**src/rtl/tick_monitor.sv**
```systemverilog
// tick_monitor
//   Consumer-side checker for the interval timer's one-cycle tick strobe.
//   It detects rising edges on i_tick, counts clock cycles between
//   consecutive edges and reports each interval as a registered period.
//   Each period is classified against the window
//   [EXPECTED-TOL, EXPECTED+TOL] as early, in-window or late.
//
// Ports
//   clock          : system clock, all logic on the rising edge
//   rst            : synchronous active-high reset, dominates all inputs
//   i_tick         : tick strobe; only its rising edge counts
//   o_period       : cycles between the last two tick edges (held)
//   o_period_valid : one-cycle pulse when o_period updates
//   o_early_err    : one-cycle pulse, measured period < EXPECTED-TOL
//   o_late_err     : one-cycle pulse, window closed with no tick seen
//   o_locked       : high while the latest classification was in-window
//   o_miss_count   : number of late_err events, saturating at 255
//   o_state        : debug view of the FSM (0 IDLE, 1 MEASURE, 2 LATE)
module tick_monitor #(
  parameter int WIDTH    = 32,
  parameter int EXPECTED = 50000000,
  parameter int TOL      = 0
) (
  input  logic             clock,
  input  logic             rst,
  input  logic             i_tick,
  output logic [WIDTH-1:0] o_period,
  output logic             o_period_valid,
  output logic             o_early_err,
  output logic             o_late_err,
  output logic             o_locked,
  output logic [7:0]       o_miss_count,
  output logic [1:0]       o_state
);

  typedef enum logic [1:0] {
    S_IDLE    = 2'd0,
    S_MEASURE = 2'd1,
    S_LATE    = 2'd2
  } state_t;

  localparam logic [WIDTH-1:0] WIN_LO  = WIDTH'(EXPECTED - TOL);
  localparam logic [WIDTH-1:0] WIN_HI  = WIDTH'(EXPECTED + TOL);
  localparam logic [WIDTH-1:0] CNT_MAX = {WIDTH{1'b1}};

  state_t           r_state;
  logic             r_tick_d;
  logic [WIDTH-1:0] r_cnt;
  logic             w_edge;

  // Resetting r_tick_d to 0 makes a tick held high across reset release
  // count as an edge on the first sampled cycle.
  assign w_edge = i_tick & ~r_tick_d;

  always_ff @(posedge clock) begin
    if (rst) begin
      r_state        <= S_IDLE;
      r_tick_d       <= 1'b0;
      r_cnt          <= '0;
      o_period       <= '0;
      o_period_valid <= 1'b0;
      o_early_err    <= 1'b0;
      o_late_err     <= 1'b0;
      o_locked       <= 1'b0;
      o_miss_count   <= '0;
    end else begin
      r_tick_d       <= i_tick;
      o_period_valid <= 1'b0;
      o_early_err    <= 1'b0;
      o_late_err     <= 1'b0;

      // At an edge r_cnt holds the full interval since the previous edge,
      // because it was loaded with 1 on the cycle of that edge.
      if (w_edge) begin
        r_cnt <= WIDTH'(1);
      end else if (r_cnt != CNT_MAX) begin
        r_cnt <= r_cnt + WIDTH'(1);
      end

      case (r_state)
        S_IDLE: begin
          // First edge only opens the measurement; nothing to report yet.
          if (w_edge) begin
            r_state <= S_MEASURE;
          end
        end

        S_MEASURE: begin
          if (w_edge) begin
            o_period       <= r_cnt;
            o_period_valid <= 1'b1;
            if (r_cnt < WIN_LO) begin
              o_early_err <= 1'b1;
              o_locked    <= 1'b0;
            end else begin
              o_locked <= 1'b1;
            end
          end else if (r_cnt == WIN_HI) begin
            // Window closed without a tick: report once, then wait in LATE.
            o_late_err <= 1'b1;
            o_locked   <= 1'b0;
            if (o_miss_count != 8'hFF) begin
              o_miss_count <= o_miss_count + 8'd1;
            end
            r_state <= S_LATE;
          end
        end

        S_LATE: begin
          // The long interval is still reported, but already counted as a
          // miss, so no further error pulse and locked stays low.
          if (w_edge) begin
            o_period       <= r_cnt;
            o_period_valid <= 1'b1;
            r_state        <= S_MEASURE;
          end
        end

        default: begin
          r_state <= S_IDLE;
        end
      endcase
    end
  end

  assign o_state = r_state;

endmodule

```
**config.mk**
```make
export PLATFORM = sky130hd
export DESIGN_NAME = tick_monitor
export DESIGN_NICKNAME = d
export VERILOG_FILES = /design/src/rtl/tick_monitor.sv
export SDC_FILE = /design/constraint.sdc
export NUM_CORES = 1
export LEC_CHECK = 0
export CAP_MARGIN = 20
export CORE_AREA = 3 3 85 87
export CTS_BUF_LIST = sky130_fd_sc_hd__clkbuf_4 sky130_fd_sc_hd__clkbuf_8
export CTS_CLUSTER_DIAMETER = 30
export DETAILED_ROUTE_END_ITERATION = 10
export DIE_AREA = 0 0 88 90
export GPL_TIMING_DRIVEN = 0
export PLACE_DENSITY = 0.85
export SYNTH_ARGS = -nofsm -noshare
export SYNTH_HDL_FRONTEND = slang
export SYNTH_SLANG_ARGS = --single-unit
```
**constraint.sdc**
```tcl
create_clock -name clock -period 4.9 [get_ports clock]
set_input_delay 0.98 -clock clock [delete_from_list [all_inputs] [get_ports clock]]
set_output_delay 0.98 -clock clock [all_outputs]
set_load 0.01 [all_outputs]
```
* Word-level counts from Yosys, hierarchy flattened *
Index checks and enable logic that the tools add are counted.
Widths: inputs -> output; s select.

storage, ports and cells
  flip-flop bits (word level) = 79
  bits of input ports = 3
  output and inout port bits = 46
  word-level logic and storage cells = 51

cells by class
  add/subtract/negate cells = 2
  $lt $le $gt $ge = 1
  eq/ne operators = 8
  mux-type cells = 12
  bitwise logic cells = 5
  reductions and logical operators = 13

operator list
  kind                   number
  $add 32x1->32 const B  1
  $eq 32x26->1 const B   1
  $lt 32x26->1 const B   1
  $ne 32x32->1 const B   1
  $add 8x1->8 const B    1
  $mux 1                 8
  $ne 8x8->1 const B     1
  $reduce_or 2->1        4
  $mux 2                 3
  $reduce_or 3->1        2
  $ne 2x2->1 const B     2
  $not 1->1              4
  $pmux 2 s2             1
  $reduce_and 2->1       2
  $reduce_and 4->1       1
  $reduce_bool 2->1      2
  $reduce_and 3->1       1
  $eq 2x1->1 const B     1
  $eq 2x2->1 const B     1
  $logic_not 2->1        1
  $ne 2x1->1 const B     1
  $and 1x1->1            1

* Logic depth before layout (Yosys ltp) *
Gate-level depths: netlist of the first run.

  depth in word-level cells = 4
  mapped depth = 8
  depth with buffers taken out = 7

* Least setup slack after synthesis of the first run *
OpenSTA, ideal clock, no wires.

  path kind = input-to-reg
  from = input port i_tick
  to = register o_miss_count[7]
  setup time = 70 ps
  arrival time = 2255 ps
  required time = 4830 ps
  setup slack = 2575 ps
  stages on the path = 5
  buffers on the path = 0
  cell sequence = nand2b_1 o211ai_1 or4_4 or4_1 a21oi_1

on the way
  longest elaborated chain between the ends = 3

ends and longest elaborated chain
  what                               line  RTL
  from (decl)                        26    input logic i_tick,
  $and 1x1->1                        53    assign w_edge = i_tick & ~r_tick_d;
  $not 1->1 (no source line)         n/a
  $reduce_and 4->1 (no source line)  n/a
  to (signal assigned)               103   o_miss_count <= o_miss_count + 8'd1;
  to (decl)                          32    output logic [7:0] o_miss_count,

Every way passes these cells.
A chain may end at the register's enable or synchronous reset.

* Worst setup path in the final report of the first run *
  from = input port i_tick
  to = register o_period[30]

on the way
  longest elaborated chain between the ends = 2

ends and longest elaborated chain
  what                               line  RTL
  $and 1x1->1                        53
  $reduce_and 2->1 (no source line)  n/a
  to (signal assigned)               90    o_period <= r_cnt;
  to (signal assigned)               113   o_period <= r_cnt;
  to (decl)                          27    output logic [WIDTH-1:0] o_period,

Every way passes these cells.

==> results of run 1 <==
[worst register-to-register path: cells and delay by family, from the launching register on]
kind            cells  cell delay [ns]
compound gates      1             0.30
buf+inv             1             0.33
flops               1             0.47
mux                 1             0.15
simple gates        3             1.06
[metrics by stage]
stage,setup slack (ns),area (µm²),utilization (%)
final,2.23,4440,69.1
after global routing,2.04,4440,69.1
after CTS,2.27,4440,69.1
after detailed placement,1.90,4250,66.2
after global placement,1.94,4250,66.2
after floorplan,2.57,3680,-
[registers in the layout, indices dropped and copies added (netlist names)]
signal          flops
o_period_valid      1
o_early_err         1
o_state             2
o_locked            1
o_miss_count        8
r_cnt              32
o_period           32
o_late_err          1
r_tick_d            1
[cell usage after synthesis (7+ instances only)]
| cell type | number |
|---|---|
| a211oi_1 | 7 |
| nor3_1 | 9 |
| clkbuf_1 | 20 |
| a21oi_1 | 55 |
| o21ai_0 | 7 |
| xnor2_1 | 8 |
| nand3_1 | 12 |
| or3_1 | 9 |
| nor2_1 | 30 |
| nand2_1 | 83 |
| nand4_1 | 22 |
| dfxtp_1 | 79 |
| and4_1 | 11 |
[cells by family (layout without fill, tap and decap cells)]
family / Yosys count / after routing
adders and majority gates: 6 / 6
and+or+nand+nor: 211 / 211
muxes: 4 / 4
DFF: 79 / 79
AOI/OAI and AO/OA: 98 / 98
buffers and inverters: 38 / 100
xor gates and xnor gates: 13 / 13
[layer usage]
metal	vias to the layer above	global-route usage, %	wire length, µm
met5	-	0	0
met4	0	10.9	291
met3	39	6.12	648
met2	154	33.8	3970
met1	1597	30.9	4130
li1	1727	-	-
[final cells by class]
type                            count  share of cell area, %
Buffer                             32                   3.55
Clock buffer                       10                   3.10
Clock inverter                      4                   1.07
Inverter                            6                  0.507
Multi-Input combinational cell    332                   43.1
Sequential cell                    79                   35.6
Tap cell                           77                   2.17
Timing Repair Buffer               48                   10.8
[worst paths after layout]
path / from / to / slack, ns / cells past startpoint
worst max-delay path: i_tick / o_period[30] / 2.23 / 7
worst max register to register: r_cnt[12] / r_cnt[25] / 2.49 / 6
worst min register to register: o_period[25] / o_period[25] / 0.46 / 2
worst min-delay path: o_period[25] / o_period[25] / 0.46 / 2
[where the power goes]
| part | switching (mW) | internal [mW] | total, mW |
|---|---|---|---|
| Combinational | 0.0378 | 0.0170 | 0.0548 |
| Clock | 0.232 | 0.242 | 0.474 |
| Sequential | 0.00426 | 0.645 | 0.650 |
| Total | 0.274 | 0.904 | 1.18 |
==> qor.yml, run 1 <==
yosys:
  muxShareOfSynthArea_pct: 1.09
  yosysUniqueCellTypes: 51
  synth_seq_area_share_pct: 43.0
  synth_top_area_share_pct: 43.0
  synthSimpleGateAreaFrac_pct: 30.1
  synth_top_family_by_area: "simple AND/OR/NAND/NOR gates"
  synth_edf_count: 0
  ys_ff_latch: 79
  syn_area_um2: 3680
  yosys_most_used_dff: "dfxtp_1"
  synth_compound_area_share_pct: 15.8
  synth-xor-area-share_pct: 3.10
  async_flop_share_pct: 0
  syn_area_per_cell_um2: 8.19
  syn_inst: 449
  synth_area_leader_cell: "dfxtp_1"
  synth_fa_ha_area_share_pct: 2.04
  synth_nets: 458
  ys_warn_count: 0
  synth_area_leaders: "dfxtp_1 43%, nand2_1 8.5%, a21oi_1 7.5%"
sta:
  max_freq_ghz: 0.374
  slew_violations: 0
  slew_headroom_pct: 42.9
  setup_tns_ns: 0
  fin_crit_sh_pct: 54.5
  worst_pin_slew_ns: 0.854
  post-route-min-period_ns: 2.67
  setup_viol: 0
  clock_skew_ns: 0.00885
  hold_viol: 0
  fin_hold_ws_ns: 0.455
  rsz0062_at_grt: "false"
routing:
  dr.pass1.iters: 5
  drc: 0
  drtIter0Drc: 267
  vias: 3517
  drtAntennaViolNets: 0
  routed_wl_um: 9050
  avgViaCountPerCell: 5.98
  wl_per_cell_um: 15.4
global_routing:
  antenna_found_initial: 0
  grt_pass1_vias: 3154
  grt_start_max_net_pins: 13
  grtUsageTotal_pct: 23.0
  grt_pass1_wl_um: 14600
  overflow: 0
pwr:
  ir_drop_uv: 153
  totalPowerFinal_mw: 1.18
  leakage_nw: 1.48
  cellPowerDensity_nw_per_um2: 266
floorplanning:
  io_pins: 49
  num_rows: 29
  die_area_um2: 7920
  initial_utilization_pct: 57.2
  core_um2: 6420
  fp.dieW_um: 88
  dieHeight_um: 90
clock_tree:
  cts_made_buffers: 9
  cts_hold_buf: 0
  clock_sinks: 79
  post_cts_buffers: 0
  clkTransAtPathRegs_ns: 0.08
  clock-root-buffer: "clkbuf_8"
  htreeDepth: 3
  cts_tree: "built"
  cts-resized-gates: 0
  clk_latency_ns: 0.35
  cts_buffer_depth: 2
setup_path:
  critPathLaunchType: "primary input"
  cp.arrival_ns: 2.89
  crit_buf_inv: 3
  cp.required_ns: 5.12
  crit_path_end_kind: "register"
  slowest_stage: "clkdlybuf4s50_1"
  crit_chain: "clkdlybuf4s50_1 > nor2b_1 > clkbuf_1 > nand2_1 > clkbuf_1 > nand2_1 > a21oi_1"
  path_delay_family: "buffers and inverters"
  critPathKind: "primary input to register"
  crit_fanout: 10
  max_stage_delay_ns: 0.49
worst_hold_path:
  hold_class: "register to register"
cells_and_area:
  final_common_cell: "nand2_1"
  layout.cells.non_filler: 588
  drive_gt1_share_pct: 6.85
  mostFrequentLayoutCells: "83 x nand2_1, 79 x dfxtp_1, 55 x a21oi_1"
  syn2layout_area_growth_pct: 20.7
  nFillCells: 517
  seqCellArea_um2: 1580
  antenna_cells: 0
  fin_nets: 517
  multi_input_area_um2: 1910
place:
  port-buffer-count: 48
  dp_hpwl_um: 6430
  routabilityCongestion: 0.937
  dp_cells: 574
run:
  drv_cap: 0
status:
  status: "complete, no violations"
Power figures use the tool's default switching activity.
==> inputs of run 2 (changes only) <==
clock period = 2.6 ns   (was 4.9 ns; I/O delays follow)
==> run 2 against run 1 <==
Clock skew fell by 0.0014 ns; largest power group unchanged; critical path type is now register to register; wire length hardly changed; count of clock-buffer cells in the layout unchanged; die area unchanged; largest cell class unchanged.
==> qor.yml, run 2 (synthesis results as in run 1) <==
cells_and_area:
  final_common_cell: "nand2_1"
  nFillCells: 515
  largestRegisters: "o_period (32), r_cnt (32), o_miss_count (8)"
  layout.cells.non_filler: 588
  antenna_cells: 0
  mostFrequentLayoutCells: "83 x nand2_1, 79 x dfxtp_1, 55 x a21oi_1"
  syn2layout_area_growth_pct: 20.9
  fin_nets: 517
  drive_gt1_share_pct: 7.05
place:
  routabilityCongestion: 0.937
  dp_hpwl_um: 6430
  dp_cells: 574
  port-buffer-count: 48
sta:
  hold_viol: 0
  worst_pin_slew_ns: 0.825
  max_freq_ghz: 0.433
  rsz0062_at_grt: "false"
  clock_skew_ns: 0.00746
  setup_tns_ns: 0
  post-route-min-period_ns: 2.31
  slew_violations: 0
  fin_crit_sh_pct: 88.9
  fin_hold_ws_ns: 0.455
  slew_headroom_pct: 44.8
  setup_viol: 0
clock_tree:
  clock_sinks: 79
  cts_made_buffers: 9
  cts_buffer_depth: 2
  cts_tree: "built"
  cts_hold_buf: 0
  clkTransAtPathRegs_ns: 0.08
  post_cts_buffers: 0
  htreeDepth: 3
  clk_latency_ns: 0.35
  clock-root-buffer: "clkbuf_8"
routing:
  routed_wl_um: 9040
  drtIter0Drc: 327
  vias: 3496
  drc: 0
  dr.pass1.iters: 7
  avgViaCountPerCell: 5.95
  wl_per_cell_um: 15.4
  drtAntennaViolNets: 0
setup_path:
  cp.required_ns: 2.88
  crit_fanout: 7
  cp.arrival_ns: 2.59
  crit_chain: "inv_1 > ha_1 > and4bb_2 > nand3_2 > or4_4 > or4_1 > a21oi_1"
  critPathLaunchType: "register"
  path_delay_family: "simple AND/OR/NAND/NOR gates"
  crit_buf_inv: 1
  max_stage_delay_ns: 0.60
  r2r_cells: 7
  slowest_stage: "or4_4"
  critPathKind: "register to register"
  crit_path_end_kind: "register"
  rrSetupSlack_ns: 0.29
  r2r_start: "r_cnt[0]"
  r2r-end: "o_miss_count[7]"
global_routing:
  grt_use_met2_pct: 33.8
  grt_busiest_layer: "met2"
  grt_pass1_wl_um: 14600
  met1_usage_pct: 30.9
  overflow: 0
  grtUsageTotal_pct: 23.0
  grt_util_met3_pct: 6.12
  antenna_found_initial: 0
  grt_pass1_vias: 3154
  grt_start_max_net_pins: 13
floorplanning:
  initial_utilization_pct: 57.2
  fp.dieW_um: 88
  core_um2: 6420
  die_area_um2: 7920
  io_pins: 49
  num_rows: 29
  dieHeight_um: 90
pwr:
  leakage_nw: 1.48
  ir_drop_uv: 291
  cellPowerDensity_nw_per_um2: 499
run:
  drv_cap: 0
worst_hold_path:
  whs_path_depth: 2
  hp-start: "o_period[25]"
  min_to: "o_period[25]"
  hold_class: "register to register"
status:
  status: "complete, no violations"
==> run 2: layer usage <==
layer	part of all wire (%)	wire [µm]
met1	45	4050
met4	3.2	291
met3	7.5	679
met2	44	4020
met5	0	0
==> run 2: how the worst max path moves through the flow <==
stage / to / cells after the start / from / slack [ns]
after floorplan: o_miss_count[7] / 7 / r_cnt[0] / 0.52
after global placement: o_period[30] / 7 / i_tick / 0.1
after detailed placement: o_period[17] / 7 / i_tick / 0.06
after CTS: r_cnt[26] / 6 / r_cnt[13] / 0.26
after global routing: r_cnt[26] / 6 / r_cnt[12] / 0.14
final: o_miss_count[7] / 7 / r_cnt[0] / 0.29
==> run 2: cell type report <==
class	count	area, µm²	area share (%)
multi-input cells	332	1920	43.2
inverters	6	22.5	0.507
clock inverters	4	47.5	1.07
plain buffers	32	158	3.55
clock buffers	10	138	3.10
repair buffers	48	480	10.8
well taps	77	96.3	2.17
flip-flops and latches	79	1580	35.6
==> run 2: worst reg2reg max path, delay by kind of cell (launching register included) <==
family / cells / cell delay (ns)
AOI/OAI and AO/OA: 1 / 0.15
buffers and inverters: 1 / 0.12
and+or+nand+nor: 4 / 1.44
DFF: 1 / 0.39
adders and majority gates: 1 / 0.14
==> run 2: stage by stage <==
stage	worst slack (ns)	util [%]	area, µm²	power [mW]
detailed placement	0.0641	66.2	4250	1.35
global placement	0.0977	66.2	4250	1.35
global route	0.135	69.2	4440	2.29
CTS	0.260	69.1	4440	2.23
finish	0.289	69.2	4440	2.22
floorplan	0.519	-	3680	1.32
==> run 2: power breakdown <==
| group | leakage (nW) | switching [mW] | internal (mW) |
|---|---|---|---|
| Clock | 0.0940 | 0.436 | 0.456 |
| Combinational | 0.748 | 0.0707 | 0.0321 |
| Sequential | 0.637 | 0.00802 | 1.22 |
| Total | 1.48 | 0.515 | 1.70 |
==> run 2: what timing repair did <==
item,CTS,global route
setup endpoints to repair,0,1
endpoints found under the hold margin,0,0
gates resized for setup,0,1
